==> src/rtl/axis2fifo_pkg.sv <==
// Shared definitions for the AXIS-to-FIFO write bridge: state encoding and
// the all-ones helper used for the saturating beat counter.
package axis2fifo_pkg;

  typedef enum logic {
    ST_RUN  = 1'b0,
    ST_HOLD = 1'b1
  } state_e;

  function automatic logic [63:0] all_ones(input int unsigned w);
    return (64'd1 << w) - 64'd1;
  endfunction

endpackage

==> src/rtl/axis2fifo_wcnt.sv <==
// Saturating beat counter for axis2fifo: steps on every accepted beat, clears
// at end of frame, and keeps a sticky flag once a frame runs past full scale.
module axis2fifo_wcnt
  import axis2fifo_pkg::*;
#(
  parameter int W = 16
) (
  input  logic         clk_i,
  input  logic         cke_i,
  input  logic         rst_i,
  input  logic         step_i,
  input  logic         clr_i,
  output logic [W-1:0] cnt_next_o,
  output logic         ovf_o
);

  localparam logic [W-1:0] CNT_MAX = W'(all_ones(W));

  logic [W-1:0] cnt_q, cnt_d;
  logic         ovf_q, ovf_d;
  logic         at_max;

  assign at_max     = (cnt_q == CNT_MAX);
  assign cnt_next_o = at_max ? CNT_MAX : cnt_q + W'(1);
  assign ovf_o      = ovf_q;

  always_comb begin
    cnt_d = cnt_q;
    ovf_d = ovf_q;
    if (step_i) begin
      // stepping from full scale means this frame no longer fits the counter
      ovf_d = ovf_q | at_max;
      cnt_d = clr_i ? '0 : cnt_next_o;
    end
  end

  always_ff @(posedge clk_i) begin
    if (cke_i) begin
      if (rst_i) begin
        cnt_q <= '0;
        ovf_q <= 1'b0;
      end else begin
        cnt_q <= cnt_d;
        ovf_q <= ovf_d;
      end
    end
  end

endmodule

==> src/rtl/axis2fifo.sv <==
// AXI-Stream slave to FIFO write-port bridge with per-frame beat counting.
// Define AXIS2FIFO_FRAME_STOP_EN to capture one frame per enable pulse.
module axis2fifo
  import axis2fifo_pkg::*;
#(
  parameter int DATA_W     = 32,
  parameter int AXIS_LEN_W = 16
) (
  input  logic                  clk_i,
  input  logic                  cke_i,
  input  logic                  rst_i,
  input  logic                  en_i,
  input  logic                  axis_tvalid_i,
  input  logic [DATA_W-1:0]     axis_tdata_i,
  input  logic                  axis_tlast_i,
  output logic                  axis_tready_o,
  input  logic                  fifo_full_i,
  output logic                  fifo_write_o,
  output logic [DATA_W-1:0]     fifo_wdata_o,
  output logic [AXIS_LEN_W-1:0] len_o,
  output logic                  done_o,
  output logic                  busy_o,
  output logic                  overflow_o
);

  state_e                state_q;
  logic                  accept;
  logic                  accept_last;
  logic [AXIS_LEN_W-1:0] cnt_next;
  logic [AXIS_LEN_W-1:0] len_q, len_d;
  logic                  done_q, done_d;
  logic                  busy_q, busy_d;

  assign axis_tready_o = cke_i & en_i & ~fifo_full_i & (state_q == ST_RUN);
  assign accept        = axis_tvalid_i & axis_tready_o;
  assign accept_last   = accept & axis_tlast_i;
  assign fifo_write_o  = accept;
  assign fifo_wdata_o  = axis_tdata_i;

  axis2fifo_wcnt #(.W(AXIS_LEN_W)) u_wcnt (
    .clk_i      (clk_i),
    .cke_i      (cke_i),
    .rst_i      (rst_i),
    .step_i     (accept),
    .clr_i      (accept_last),
    .cnt_next_o (cnt_next),
    .ovf_o      (overflow_o)
  );

  always_comb begin
    len_d  = len_q;
    done_d = accept_last;
    busy_d = busy_q;
    if (accept) begin
      busy_d = ~axis_tlast_i;
      if (axis_tlast_i) len_d = cnt_next;
    end
  end

  always_ff @(posedge clk_i) begin
    if (cke_i) begin
      if (rst_i) begin
        len_q  <= '0;
        done_q <= 1'b0;
        busy_q <= 1'b0;
      end else begin
        len_q  <= len_d;
        done_q <= done_d;
        busy_q <= busy_d;
      end
    end
  end

`ifdef AXIS2FIFO_FRAME_STOP_EN
  state_e state_d;

  // a captured frame parks the bridge until software drops en_i for a cycle
  always_comb begin
    state_d = state_q;
    case (state_q)
      ST_RUN:  if (accept_last) state_d = ST_HOLD;
      ST_HOLD: if (!en_i)       state_d = ST_RUN;
      default:                  state_d = ST_RUN;
    endcase
  end

  always_ff @(posedge clk_i) begin
    if (cke_i) begin
      if (rst_i) state_q <= ST_RUN;
      else       state_q <= state_d;
    end
  end
`else
  assign state_q = ST_RUN;
`endif

  assign len_o  = len_q;
  assign done_o = done_q;
  assign busy_o = busy_q;

endmodule
==> config.mk <==
export PLATFORM = sky130hd
export DESIGN_NAME = axis2fifo
export DESIGN_NICKNAME = d
export VERILOG_FILES = /design/src/rtl/axis2fifo_pkg.sv /design/src/rtl/axis2fifo_wcnt.sv /design/src/rtl/axis2fifo.sv
export SDC_FILE = /design/constraint.sdc
export NUM_CORES = 1
export LEC_CHECK = 0
export ABC_CLOCK_PERIOD_IN_PS = 2800
export CAP_MARGIN = 10
export CORE_MARGIN = 3
export CORE_UTILIZATION = 40
export DETAILED_ROUTE_END_ITERATION = 10
export PLACE_DENSITY = 0.79
export SLEW_MARGIN = 25
export SYNTH_ARGS = -nofsm -noshare
export SYNTH_HDL_FRONTEND = slang
export SYNTH_SLANG_ARGS = --single-unit
==> constraint.sdc <==
create_clock -name clk_i -period 2.8 [get_ports clk_i]
set_input_delay 0.28 -clock clk_i [delete_from_list [all_inputs] [get_ports clk_i]]
set_output_delay 0.28 -clock clk_i [all_outputs]
set_load 0.02 [all_outputs]
**Yosys cells after proc, flatten, opt, wreduce, memory -nomap -nowiden**

Index checks and enable logic that the tools add are counted.

- Memories: 0
- Latch bits: 0
- Memory bits (read-only): 0
- Flip-flop bits (word level): 35
- Output and inout bits: 53
- Input bits: 39
- Word-level logic and storage cells: 25
- Memory bits (writable): 0

- Magnitude comparators: 0
- Div/mod/pow operators: 0
- Shifts and indexed selects: 0
- Reductions and logical operators: 4
- Bitwise gates (word level): 7
- Multiply operators: 0
- Equality and inequality tests: 1
- Add/subtract/negate cells: 1
- Muxes and demuxes: 7

Operators by type and width:

| cell | count |
|---|---|
| $mux W16 | 5 |
| $add A16 B1 Y16 const B | 1 |
| $eq A16 B16 Y1 const B | 1 |
| $and A1 B1 Y1 | 4 |
| $reduce_bool A2 Y1 | 2 |
| $reduce_and A3 Y1 | 1 |
| $mux W1 | 2 |
| $not A1 Y1 | 2 |
| $reduce_and A2 Y1 | 1 |
| $or A1 B1 Y1 | 1 |

**Logic depth before layout (Yosys ltp)**

Gate-level depths: netlist of run 1.

- Depth after elaboration: 6
- Mapped depth: 7
- Gate-level depth less buffers: 5

**By module**

From an unflattened synthesis of run 1, not the netlist that was laid out.

- Cell total of the unflattened synthesis: 180
- Area, all modules: 1988.2 µm²

By module, submodules not included:

| module | cells each | times used | sequential area each (µm²) | area each (µm²) |
|---|---|---|---|---|
| axis2fifo_wcnt | 100 | 1 | 510.5 | 1023.5 |
| axis2fifo | 80 | 1 | 540.5 | 964.7 |

**Worst setup path after synthesis of run 1**

Ideal clock, no wire load.

- Kind: input to register
- Start point: in fifo_full_i
- End point: reg busy_q, in the netlist busy_o (enable)
- Data required time: 2.405 ns
- Stages: 3
- Path buffers: 0
- Library setup time: 0.395 ns
- Path slack: 0.809 ns
- Arrival time: 1.597 ns
- Cell sequence: and4b_1 -> nor2_1 -> nor2b_1

- Longest elaborated chain between the ends: 5

RTL lines:

| item | line | text |
|---|---|---|
| from (decl) | axis2fifo.sv:17 | `input logic fifo_full_i,` |
| $not A1 Y1 | axis2fifo.sv:34 | `assign axis_tready_o = cke_i & en_i & ~fifo_full_i & (state_q == ST_RUN);` |
| $and A1 B1 Y1 | axis2fifo.sv:34 |  |
| $and A1 B1 Y1 | axis2fifo.sv:35 | `assign accept = axis_tvalid_i & axis_tready_o;` |
| $reduce_bool A2 Y1 (no source line) | n/a |  |
| $reduce_and A2 Y1 (no source line) | n/a |  |
| to (signal assigned) | axis2fifo.sv:69 | `busy_q <= busy_d;` |
| to (decl) | axis2fifo.sv:32 | `logic busy_q, busy_d;` |

No other way between the ends.
A chain may end at the register's enable or synchronous reset.

**Worst setup path in the final report of run 1**

- Start point: reg u_wcnt.cnt_q[0]
- End point: reg u_wcnt.cnt_q[11] (data pin)

- Longest elaborated chain between the ends: 4
- Elaborated cells between the ends (all ways): 5
- Those cells by class: add/sub: 1; eq/ne: 1; mux: 3

RTL lines:

| item | line | text |
|---|---|---|
| from (decl) | axis2fifo_wcnt.sv:19 | `logic [W-1:0] cnt_q, cnt_d;` |
| from (signal assigned) | axis2fifo_wcnt.sv:43 | `cnt_q <= cnt_d;` |
| $add A16 B1 Y16 or $eq A16 B16 Y1 (tied branches) | axis2fifo_wcnt.sv:24, axis2fifo_wcnt.sv:23 |  |
| $mux W16 (*) | axis2fifo_wcnt.sv:24 | `assign cnt_next_o = at_max ? CNT_MAX : cnt_q + W'(1);` |
| $mux W16 (*) | axis2fifo_wcnt.sv:33 | `cnt_d = clr_i ? '0 : cnt_next_o;` |
| $mux W16 (*) | axis2fifo_wcnt.sv:30 | `if (step_i) begin` |

Every way passes the cells marked *; elsewhere a longest branch is shown, timed or not. The select of a mux whose other input is x is not followed.

==> results of run 1 <==
## kinds of logic after synthesis
| logic type | after synthesis | share of synthesized area |
|---|---|---|
| XOR/XNOR | 11 | 0.0518 |
| buffers and inverters | 43 | 0.160 |
| AND/OR/NAND/NOR | 39 | 0.120 |
| adder cells (fa/ha/maj) | 1 | 0.00673 |
| flip-flops | 35 | 0.565 |
| AO/OA/AOI/OAI | 30 | 0.0848 |
| multiplexers | 2 | 0.0108 |
## cell type report
cell class	instances	area (µm²)	share of cell area
well taps	52	65.1	0.0321
clock buffers	6	72.6	0.0358
multi-input cells	83	510	0.252
flip-flops and latches	35	1050	0.519
repair buffers	31	300	0.148
inverters	5	18.8	0.00926
clock inverters	2	7.51	0.00371
## power breakdown
| group | switching, mW | leakage (nW) | internal (mW) |
|---|---|---|---|
| clock network | 0.170 | 0.0403 | 0.169 |
| registers | 0.0179 | 0.335 | 0.610 |
| logic | 0.0665 | 0.303 | 0.0548 |
## state kept, by name, indices dropped and copies added, names as in the netlist
register	count
u_wcnt.ovf_o	1
u_wcnt.cnt_q	16
busy_o	1
len_o	16
done_o	1
## worst max path at each step
stage | endpoint | start | cells past startpoint | slack (ns)
after floorplan | busy_o$_SDFFCE_PP0P_ | fifo_full_i | 3 | 0.81
after global placement | len_o[11]$_SDFFCE_PP0P_ | u_wcnt.cnt_q[0]$_SDFFCE_PP0P_ | 5 | 0.53
after detailed placement | u_wcnt.cnt_q[7]$_SDFFCE_PP0P_ | u_wcnt.cnt_q[0]$_SDFFCE_PP0P_ | 5 | 0.46
after CTS | u_wcnt.cnt_q[11]$_SDFFCE_PP0P_ | u_wcnt.cnt_q[0]$_SDFFCE_PP0P_ | 5 | 0.46
after global routing | u_wcnt.cnt_q[7]$_SDFFCE_PP0P_ | u_wcnt.cnt_q[0]$_SDFFCE_PP0P_ | 5 | 0.28
final | u_wcnt.cnt_q[11]$_SDFFCE_PP0P_ | u_wcnt.cnt_q[0]$_SDFFCE_PP0P_ | 5 | 0.47
## per-layer routing
layer / track usage / part of all wire
met1: 0.143 / 0.43
met2: 0.199 / 0.46
met3: 0.0338 / 0.063
met4: 0.0986 / 0.041
met5: 0 / 0
## stage by stage
stage | power [mW] | hold WS (ns) | worst slack [ns] | std cells | area [µm²]
after CTS | 1.10 | 0.560 | 0.460 | 214 | 2030
after global routing | 1.13 | 0.560 | 0.280 | 214 | 2030
after floorplan | 0.773 | 0.392 | 0.809 | 161 | 1860
after global placement | 0.757 | 0.560 | 0.533 | 206 | 1950
final | 1.09 | 0.560 | 0.475 | 214 | 2030
after detailed placement | 0.761 | 0.560 | 0.463 | 206 | 1950
## cells in the mapped netlist, types with 2 or more instances
| cell type | count | area (µm²) |
|---|---|---|
| a21oi_1 | 28 | 140 |
| nand3_1 | 3 | 15.0 |
| nor3_1 | 4 | 20.0 |
| nand2_1 | 5 | 18.8 |
| nor4_1 | 3 | 18.8 |
| nor2_1 | 10 | 37.5 |
| mux2i_1 | 2 | 20.0 |
| xnor2_1 | 10 | 87.6 |
| inv_1 | 5 | 18.8 |
| buf_6 | 2 | 22.5 |
| edfxtp_1 | 35 | 1050 |
| clkbuf_1 | 3 | 11.3 |
| buf_4 | 32 | 240 |
| nand4_1 | 4 | 25.0 |
## worst register-to-register path, stage by stage, from the launching register on
cell,delay (ns)
edfxtp_1,0.42
ha_1,0.24
nand3_2,0.12
or4_4,0.54
or2_1,0.58
a21oi_1,0.29
==> results.md, run 1 <==
- Status: finished clean
- Clk_skew: 0.00529 ns
- CTS H-tree depth: 2
- Drt first pass iters: 4
- Height of the chip: 74.2 µm
- Worst Hold End: fifo_wdata_o[15]
- Reg2Reg Setup Slack: 0.47 ns
- WS Path Type: reg -> reg
- P per Cell Area: 538 mW/mm²
- Placeable Area: 0.00441 mm²
- Crit start category: register
- WL per Instance: 14.5 µm
- YS warnings: 0
- Worst Hold Class: in -> out
- Vias/cell: 5.14
- Buffers on Ports: 27
- Crit share post-route: 0.830
- Synth-to-Final Area Change: 8.95%
- Commonest non-fill, non-tap cell in the layout: edfxtp_1
- Ys async rst share: 0
- Worst setup EP type: register
- Reg2Reg Depth: 5
- Vias: 1101
- Most frequent cells in the layout: edfxtp_1 (35), a21oi_1 (28), clkdlybuf4s50_1 (27)
- Global route overflow: 0
- Required time of the critical path: 2.93 ns
- Starting Density: 0.421
- Total GRT Usage: 0.125
- Fillers: 408
- Crit path cell chain: ha_1, nand3_2, or4_4, or2_1, a21oi_1
- Largest net degree at the start of global routing: 30
- Slowest stage cell, crit path: or2_1
- # IOs: 92
- Crit Path Max Fanout: 29
- Clock transition at the registers of the reported paths: 0.07 ns
- Number of global-route vias before repair: 1119
- Placement Rows: 24
- Mean post-synth cell area: 11.5 µm²
- Crit-path max cell delay: 0.58 ns
- Max Cap Violations: 0
- Worst path bufs/invs: 0
- TritonCTS clock tree: built
- Cells after Synth: 161
- Yosys reg bits: 35
- CTS max path bufs: 2
- Die area: 0.00550 mm²
- Netlist Area Pre-Place: 0.00186 mm²
- DIE WIDTH: 74.2 µm
- Post-route ant nets: 0
- Hold Crit Start: axis_tdata_i[15]
- R2R Path End: u_wcnt.cnt_q[11]$_SDFFCE_PP0P_
- Crit path DAT: 2.46 ns
- RSZ-0062 raised after global routing: false
- # Post-CTS Setup Buffers: 0
- Sum Neg Setup Slack: 0 ns
- RD Place Congestion: 0.738
- Slew Viols, Final: 0
- CTS hold repair buffers: 0
- Post-synth net total: 201
- DP HPWL: 1990 µm
- Post-synth top flop: edfxtp_1
- First-pass GRT wire length: 5070 µm
- Post-synthesis sequential area ratio: 0.565
- # setup viols final: 0
- Inserted Clock Buffers: 5
- Reg2reg start: u_wcnt.cnt_q[0]$_SDFFCE_PP0P_
- Fin util: 0.459
- Initial drt markers: 75
- Post-CTS sizing: 0
- Layout cells sized above 1: 0.0864
- CTS root buffer: clkbuf_8
- Diodes inserted: 0
- Clock latency on the worst-skew pair: 0.29 ns
- Hold Path Stages: 0
- Leakage: 0.678 nW
- Clk sink count: 35
- Peak VDD IR: 0.205 mV
- Yosys cell types: 29
- Residual DRC count: 0
- Initial antenna violation count: 0
- Fin nets: 201
- Final Critical Period: 2.33 ns
- Slew @ Worst Pin: 0.917 ns
- Post-synth EDFFs: 35
- Rel. slew slack: 0.388
- CP top delay family: simple AND/OR/NAND/NOR gates
- F_max: 0.430 GHz
- Post-Route WL: 3100 µm
- Hold Fails Final Rpt: 0
No activity file was read; power rests on OpenSTA's default activity.
==> run 2: changes to the inputs <==
--- a/config.mk
+++ b/config.mk
@@ -5,7 +5,7 @@
 export SDC_FILE = /design/constraint.sdc
 export NUM_CORES = 1
 export LEC_CHECK = 0
-export ABC_CLOCK_PERIOD_IN_PS = 2800
+export ABC_CLOCK_PERIOD_IN_PS = 2300
 export CAP_MARGIN = 10
 export CORE_MARGIN = 3
 export CORE_UTILIZATION = 40
==> constraint.sdc (replaced) <==
create_clock -name clk_i -period 2.3 [get_ports clk_i]
set_input_delay 0.23 -clock clk_i [delete_from_list [all_inputs] [get_ports clk_i]]
set_output_delay 0.23 -clock clk_i [all_outputs]
set_load 0.02 [all_outputs]
==> run 2 against run 1 <==
Compared with the run above:
- setup slack lost 0.27 ns
- via count grew 0.18%
- non-clock buffer count grew 2
- sequential share of layout area shrank 0.38 points
- wire length shrank 2.8%
- sequential cell count is the same
- clock power grew 21%
- largest power group unchanged
- highest routed layer unchanged
==> results.md, run 2 (synthesis gave the netlist of run 1 again) <==
- Status: finished clean
- Fin util: 0.462
- Hold Fails Final Rpt: 0
- RD Place Congestion: 0.728
- Reg2reg start: u_wcnt.cnt_q[0]$_SDFFCE_PP0P_
- # setup viols final: 0
- Commonest non-fill, non-tap cell in the layout: edfxtp_1
- TritonCTS clock tree: built
- Placeable Area: 0.00441 mm²
- Inserted Clock Buffers: 5
- Layout cells sized above 1: 0.0976
- Slew Viols, Final: 0
- Design area: 0.00204 mm²
- Clk sink count: 35
- Crit share post-route: 0.911
- Reg2Reg Setup Slack: 0.20 ns
- Post-CTS sizing: 0
- Largest net degree at the start of global routing: 20
- Initial drt markers: 68
- Total GRT Usage: 0.122
- Most frequent cells in the layout: edfxtp_1 (35), a21oi_1 (28), clkdlybuf4s50_1 (27)
- Buffers on Ports: 27
- Vias: 1103
- Number of global-route vias before repair: 1065
- Leakage: 0.686 nW
- CP top delay family: simple AND/OR/NAND/NOR gates
- Crit start category: register
- Hold Crit Start: axis_tdata_i[15]
- Die area: 0.00550 mm²
- WL per Instance: 13.9 µm
- Synth-to-Final Area Change: 9.76%
- Post-route ant nets: 0
- CTS max path bufs: 2
- Vias/cell: 5.11
- Initial antenna violation count: 0
- Max Cap Violations: 0
- # Post-CTS Setup Buffers: 0
- Crit Path Max Fanout: 19
- CTS H-tree depth: 2
- Diodes inserted: 0
- CTS hold repair buffers: 0
- Starting Density: 0.421
- Peak VDD IR: 0.248 mV
- Required time of the critical path: 2.43 ns
- Crit-path max cell delay: 0.53 ns
- WS Path Type: reg -> reg
- Hold Path Stages: 0
- Height of the chip: 74.2 µm
- Global route overflow: 0
- Worst path bufs/invs: 1
- Rel. slew slack: 0.751
- Slowest stage cell, crit path: or4_4
- Clock latency on the worst-skew pair: 0.29 ns
- Residual DRC count: 0
- Reg2Reg Depth: 6
- P per Cell Area: 647 mW/mm²
- Crit path cell chain: ha_1, nand3_2, or4_4, or2_1, buf_4, a21oi_1
- F_max: 0.477 GHz
- Sum Neg Setup Slack: 0 ns
- DP HPWL: 2030 µm
- Post-Route WL: 3010 µm
- Worst setup EP type: register
- Crit path DAT: 2.23 ns
- Fin nets: 203
- # IOs: 92
- Clock transition at the registers of the reported paths: 0.07 ns
- Worst Hold Class: in -> out
- Worst Hold End: fifo_wdata_o[15]
- Dpl cell area: 0.00196 mm²
- First-pass GRT wire length: 4890 µm
- Final Critical Period: 2.10 ns
- RSZ-0062 raised after global routing: false
- CTS root buffer: clkbuf_8
- Fillers: 404
- Clk_skew: 0.00648 ns
- Placement Rows: 24
- Drt first pass iters: 4
- Slew @ Worst Pin: 0.370 ns
- R2R Path End: len_o[3]$_SDFFCE_PP0P_
- DIE WIDTH: 74.2 µm
run 2: changes by cell type in the layout (fill, tap and decap cells not counted), sizes merged:
cell	change
buf	+2
run 2: through the flow:
stage	instances	hold WS, ns	setup WS, ns	total power, mW
2_1_floorplan	161	0.342	0.326	0.941
3_3_place_gp	208	0.460	0.289	0.922
3_5_place_dp	208	0.460	0.207	0.926
4_1_cts	216	0.460	0.186	1.33
5_1_grt	216	0.460	0.110	1.38
6_report	216	0.460	0.204	1.32
run 2: routing by layer:
| metal | global-route usage | wire length, µm | up-vias |
|---|---|---|---|
| li1 | - | - | 544 |
| met1 | 0.136 | 1280 | 504 |
| met2 | 0.192 | 1410 | 43 |
| met3 | 0.0554 | 220 | 12 |
| met4 | 0.0744 | 109 | 0 |
| met5 | 0 | 0 | - |
run 2: how the worst max path moves through the flow:
stage	start	endpoint	cells past startpoint
finish	u_wcnt.cnt_q[0]$_SDFFCE_PP0P_	len_o[3]$_SDFFCE_PP0P_	6
floorplan	u_wcnt.cnt_q[0]$_SDFFCE_PP0P_	u_wcnt.cnt_q[10]$_SDFFCE_PP0P_	7
global placement	u_wcnt.cnt_q[0]$_SDFFCE_PP0P_	u_wcnt.cnt_q[3]$_SDFFCE_PP0P_	6
global route	u_wcnt.cnt_q[0]$_SDFFCE_PP0P_	u_wcnt.cnt_q[15]$_SDFFCE_PP0P_	6
detailed placement	u_wcnt.cnt_q[0]$_SDFFCE_PP0P_	u_wcnt.cnt_q[15]$_SDFFCE_PP0P_	6
CTS	u_wcnt.cnt_q[0]$_SDFFCE_PP0P_	len_o[3]$_SDFFCE_PP0P_	6
run 2: cell type report:
| cell class | count | area, µm² | share of cell area |
|---|---|---|---|
| clock buffer | 6 | 72.6 | 0.0356 |
| clock inverter | 2 | 7.51 | 0.00368 |
| inverter | 5 | 18.8 | 0.00920 |
| multi-input combinational | 83 | 510 | 0.250 |
| sequential | 35 | 1050 | 0.515 |
| tap | 52 | 65.1 | 0.0319 |
| timing repair buffer | 33 | 315 | 0.155 |
run 2: worst register-to-register path, cell delays in order, from the launching register on:
cell,delay [ns]
edfxtp_1,0.41
ha_1,0.24
nand3_2,0.12
or4_4,0.53
or2_1,0.25
buf_4,0.21
a21oi_1,0.17
run 2: where the power goes:
part | switching, mW | total, mW | internal, mW
Sequential | 0.0217 | 0.764 | 0.743
Clock | 0.204 | 0.410 | 0.206
Combinational | 0.0802 | 0.147 | 0.0666
Total | 0.306 | 1.32 | 1.02
==> run 3: changes to the inputs <==
--- a/config.mk
+++ b/config.mk
@@ -7,9 +7,9 @@
 export LEC_CHECK = 0
 export ABC_CLOCK_PERIOD_IN_PS = 2300
 export CAP_MARGIN = 10
-export CORE_MARGIN = 3
 export CORE_UTILIZATION = 40
 export DETAILED_ROUTE_END_ITERATION = 10
+export GPL_TIMING_DRIVEN = 0
 export PLACE_DENSITY = 0.79
 export SLEW_MARGIN = 25
 export SYNTH_ARGS = -nofsm -noshare
==> run 3 against run 2 <==
Compared with the run above:
- first-iteration DRC count down 15%
- largest power group unchanged
- global-route usage up 3.5 points
- wire length up 22%
- register-to-register slack worse by 0.03 ns
- largest cell class unchanged
- critical endpoint is now u_wcnt.cnt_q[7]$_SDFFCE_PP0P_
- utilization up 13 points
- clock-buffer cell count unchanged
- highest routed layer unchanged
==> results.md, run 3 (synthesis gave the netlist of run 1 again) <==
- Status: finished clean
- Initial drt markers: 58
- CP top delay family: simple AND/OR/NAND/NOR gates
- Crit start category: register
- TritonCTS clock tree: built
- Multi-input logic area: 517 µm²
- P per Cell Area: 558 mW/mm²
- CTS H-tree depth: 2
- Fin nets: 270
- Total GRT Usage: 0.157
- Reg2Reg Depth: 7
- Clk sink count: 35
- Placed Instances: 273
- Slowest stage cell, crit path: or4_4
- Layout cells sized above 1: 0.221
- Worst setup EP type: register
- Hold Fails Final Rpt: 0
- Worst hold margin: 0.608 ns
- Leakage: 0.972 nW
- Crit-path max cell delay: 0.54 ns
- WL per Instance: 13.0 µm
- Vias: 1397
- # IOs: 92
- Placeable Area: 0.00441 mm²
- F_max: 0.470 GHz
- Clock latency on the worst-skew pair: 0.29 ns
- Hold Path Stages: 2
- R2R Path End: u_wcnt.cnt_q[7]$_SDFFCE_PP0P_
- Clk_skew: 0.00421 ns
- CTS max path bufs: 2
- Buffers on Ports: 59
- Worst Hold End: u_wcnt.ovf_o$_SDFFCE_PP0P_
- Crit Path Max Fanout: 10
- Number of global-route vias before repair: 1346
- Crit share post-route: 0.926
- CTS hold repair buffers: 0
- Post-Route WL: 3670 µm
- # setup viols final: 0
- Switch share: 0.251
- Int Pwr: 1.10 mW
- Slew @ Worst Pin: 0.467 ns
- First-pass GRT wire length: 5910 µm
- Drt first pass iters: 4
- Fin util: 0.595
- Reg2reg start: u_wcnt.cnt_q[0]$_SDFFCE_PP0P_
- Final Critical Period: 2.13 ns
- Clock transition at the registers of the reported paths: 0.07 ns
- Seq pwr share: 0.521
- Worst path bufs/invs: 2
- WS Path Type: reg -> reg
- Required time of the critical path: 2.44 ns
- Placement Rows: 24
- Global route overflow: 0
- Clk pwr share: 0.283
- Fin cells: 283
- Initial antenna violation count: 0
- Residual DRC count: 0
- Slew Viols, Final: 0
- CTS root buffer: clkbuf_8
- Peak VDD IR: 0.231 mV
- Largest net degree at the start of global routing: 17
- Post-route ant nets: 0
- Pwr Total: 1.46 mW
- Most frequent cells in the layout: clkdlybuf4s50_1 (59), edfxtp_1 (35), buf_4 (34)
- Commonest non-fill, non-tap cell in the layout: clkdlybuf4s50_1
- Synth-to-Final Area Change: 41.3%
- DIE WIDTH: 70.2 µm
- Inserted Clock Buffers: 5
- Height of the chip: 70.2 µm
- Crit path cell chain: ha_1, nand3_2, or4_4, or2_1, buf_6, buf_6, a21oi_1
- Crit-path most repeated cell: buf_6
- Starting Density: 0.421
- RSZ-0062 raised after global routing: false
- Comb pwr share: 0.196
- Die area: 0.00492 mm²
- Fillers: 388
- Vias/cell: 4.94
- FF/Latch Area: 0.00105 mm²
- Reg2Reg Setup Slack: 0.17 ns
- Rel. slew slack: 0.689
- Hold Crit Start: u_wcnt.ovf_o$_SDFFCE_PP0P_
- Max Cap Violations: 0
- Diodes inserted: 0
- DP HPWL: 2780 µm
- RD Place Congestion: 0.784
- Worst Hold Class: reg -> reg
- Switching power total: 0.367 mW
- Sum Neg Setup Slack: 0 ns
- Crit path DAT: 2.26 ns
run 3: cell count changes in the layout (fill, tap and decap cells not counted):
cell / change
nor2_1: -1
nor2b_1: -1
and2_1: -1
clkbuf_1: +3
nor2b_2: +1
buf_4: +28
and2_2: +1
nor2_2: +1
buf_6: +3
clkdlybuf4s50_1: +32
buf_2: +1
run 3: stage by stage:
stage          worst slack [ns]  instance area (µm²)
6_report                  0.171                 2630
3_3_place_gp             -0.545                 2510
2_1_floorplan             0.326                 1860
3_5_place_dp             -0.547                 2530
5_1_grt                  0.0424                 2630
4_1_cts                   0.110                 2610
run 3: per-layer routing:
| metal | routed length (µm) | share of wire | global-route usage |
|---|---|---|---|
| met1 | 1500 | 0.41 | 0.180 |
| met2 | 1800 | 0.49 | 0.264 |
| met3 | 299 | 0.081 | 0.0563 |
| met4 | 64 | 0.017 | 0.0667 |
| met5 | 0 | 0 | 0 |
run 3: timing repair:
item,in CTS,in global routing
setup endpoints to repair,16,3
setup buffers,0,2
gates resized for setup,2,0
run 3: tightest hold or removal path, delay by kind of cell (launching register included):
kind	cells	cell delay [ns]
flops	1	0.34
compound gates	1	0.11
buf+inv	1	0.05
run 3: how the worst max path moves through the flow:
stage                     cells past startpoint                           from  slack [ns]                        endpoint
after floorplan                               7  u_wcnt.cnt_q[0]$_SDFFCE_PP0P_        0.33  u_wcnt.cnt_q[10]$_SDFFCE_PP0P_
after global placement                        4                          rst_i       -0.55  u_wcnt.cnt_q[14]$_SDFFCE_PP0P_
after detailed placement                      5                          rst_i       -0.55         len_o[14]$_SDFFCE_PP0P_
after CTS                                     7  u_wcnt.cnt_q[0]$_SDFFCE_PP0P_        0.11   u_wcnt.cnt_q[8]$_SDFFCE_PP0P_
after global routing                          7  u_wcnt.cnt_q[0]$_SDFFCE_PP0P_        0.04   u_wcnt.cnt_q[7]$_SDFFCE_PP0P_
final                                         7  u_wcnt.cnt_q[0]$_SDFFCE_PP0P_        0.17   u_wcnt.cnt_q[7]$_SDFFCE_PP0P_
run 3: area by class of cell:
| type | instances | share of cell area |
|---|---|---|
| buffer | 38 | 0.106 |
| clock buffer | 6 | 0.0276 |
| clock inverter | 2 | 0.00286 |
| inverter | 5 | 0.00714 |
| multi-input combinational | 83 | 0.197 |
| sequential | 35 | 0.400 |
| tap | 52 | 0.0248 |
| timing repair buffer | 62 | 0.235 |
run 3: power by group through the flow:
| stage | clock, mW | sequential [mW] | combinational [mW] |
|---|---|---|---|
| 2_1_floorplan | 0 | 0.795 | 0.146 |
| 3_3_place_gp | 0 | 0.777 | 0.277 |
| 3_5_place_dp | 0 | 0.778 | 0.285 |
| 4_1_cts | 0.423 | 0.764 | 0.287 |
| 5_1_grt | 0.450 | 0.768 | 0.306 |
| 6_report | 0.414 | 0.763 | 0.287 |
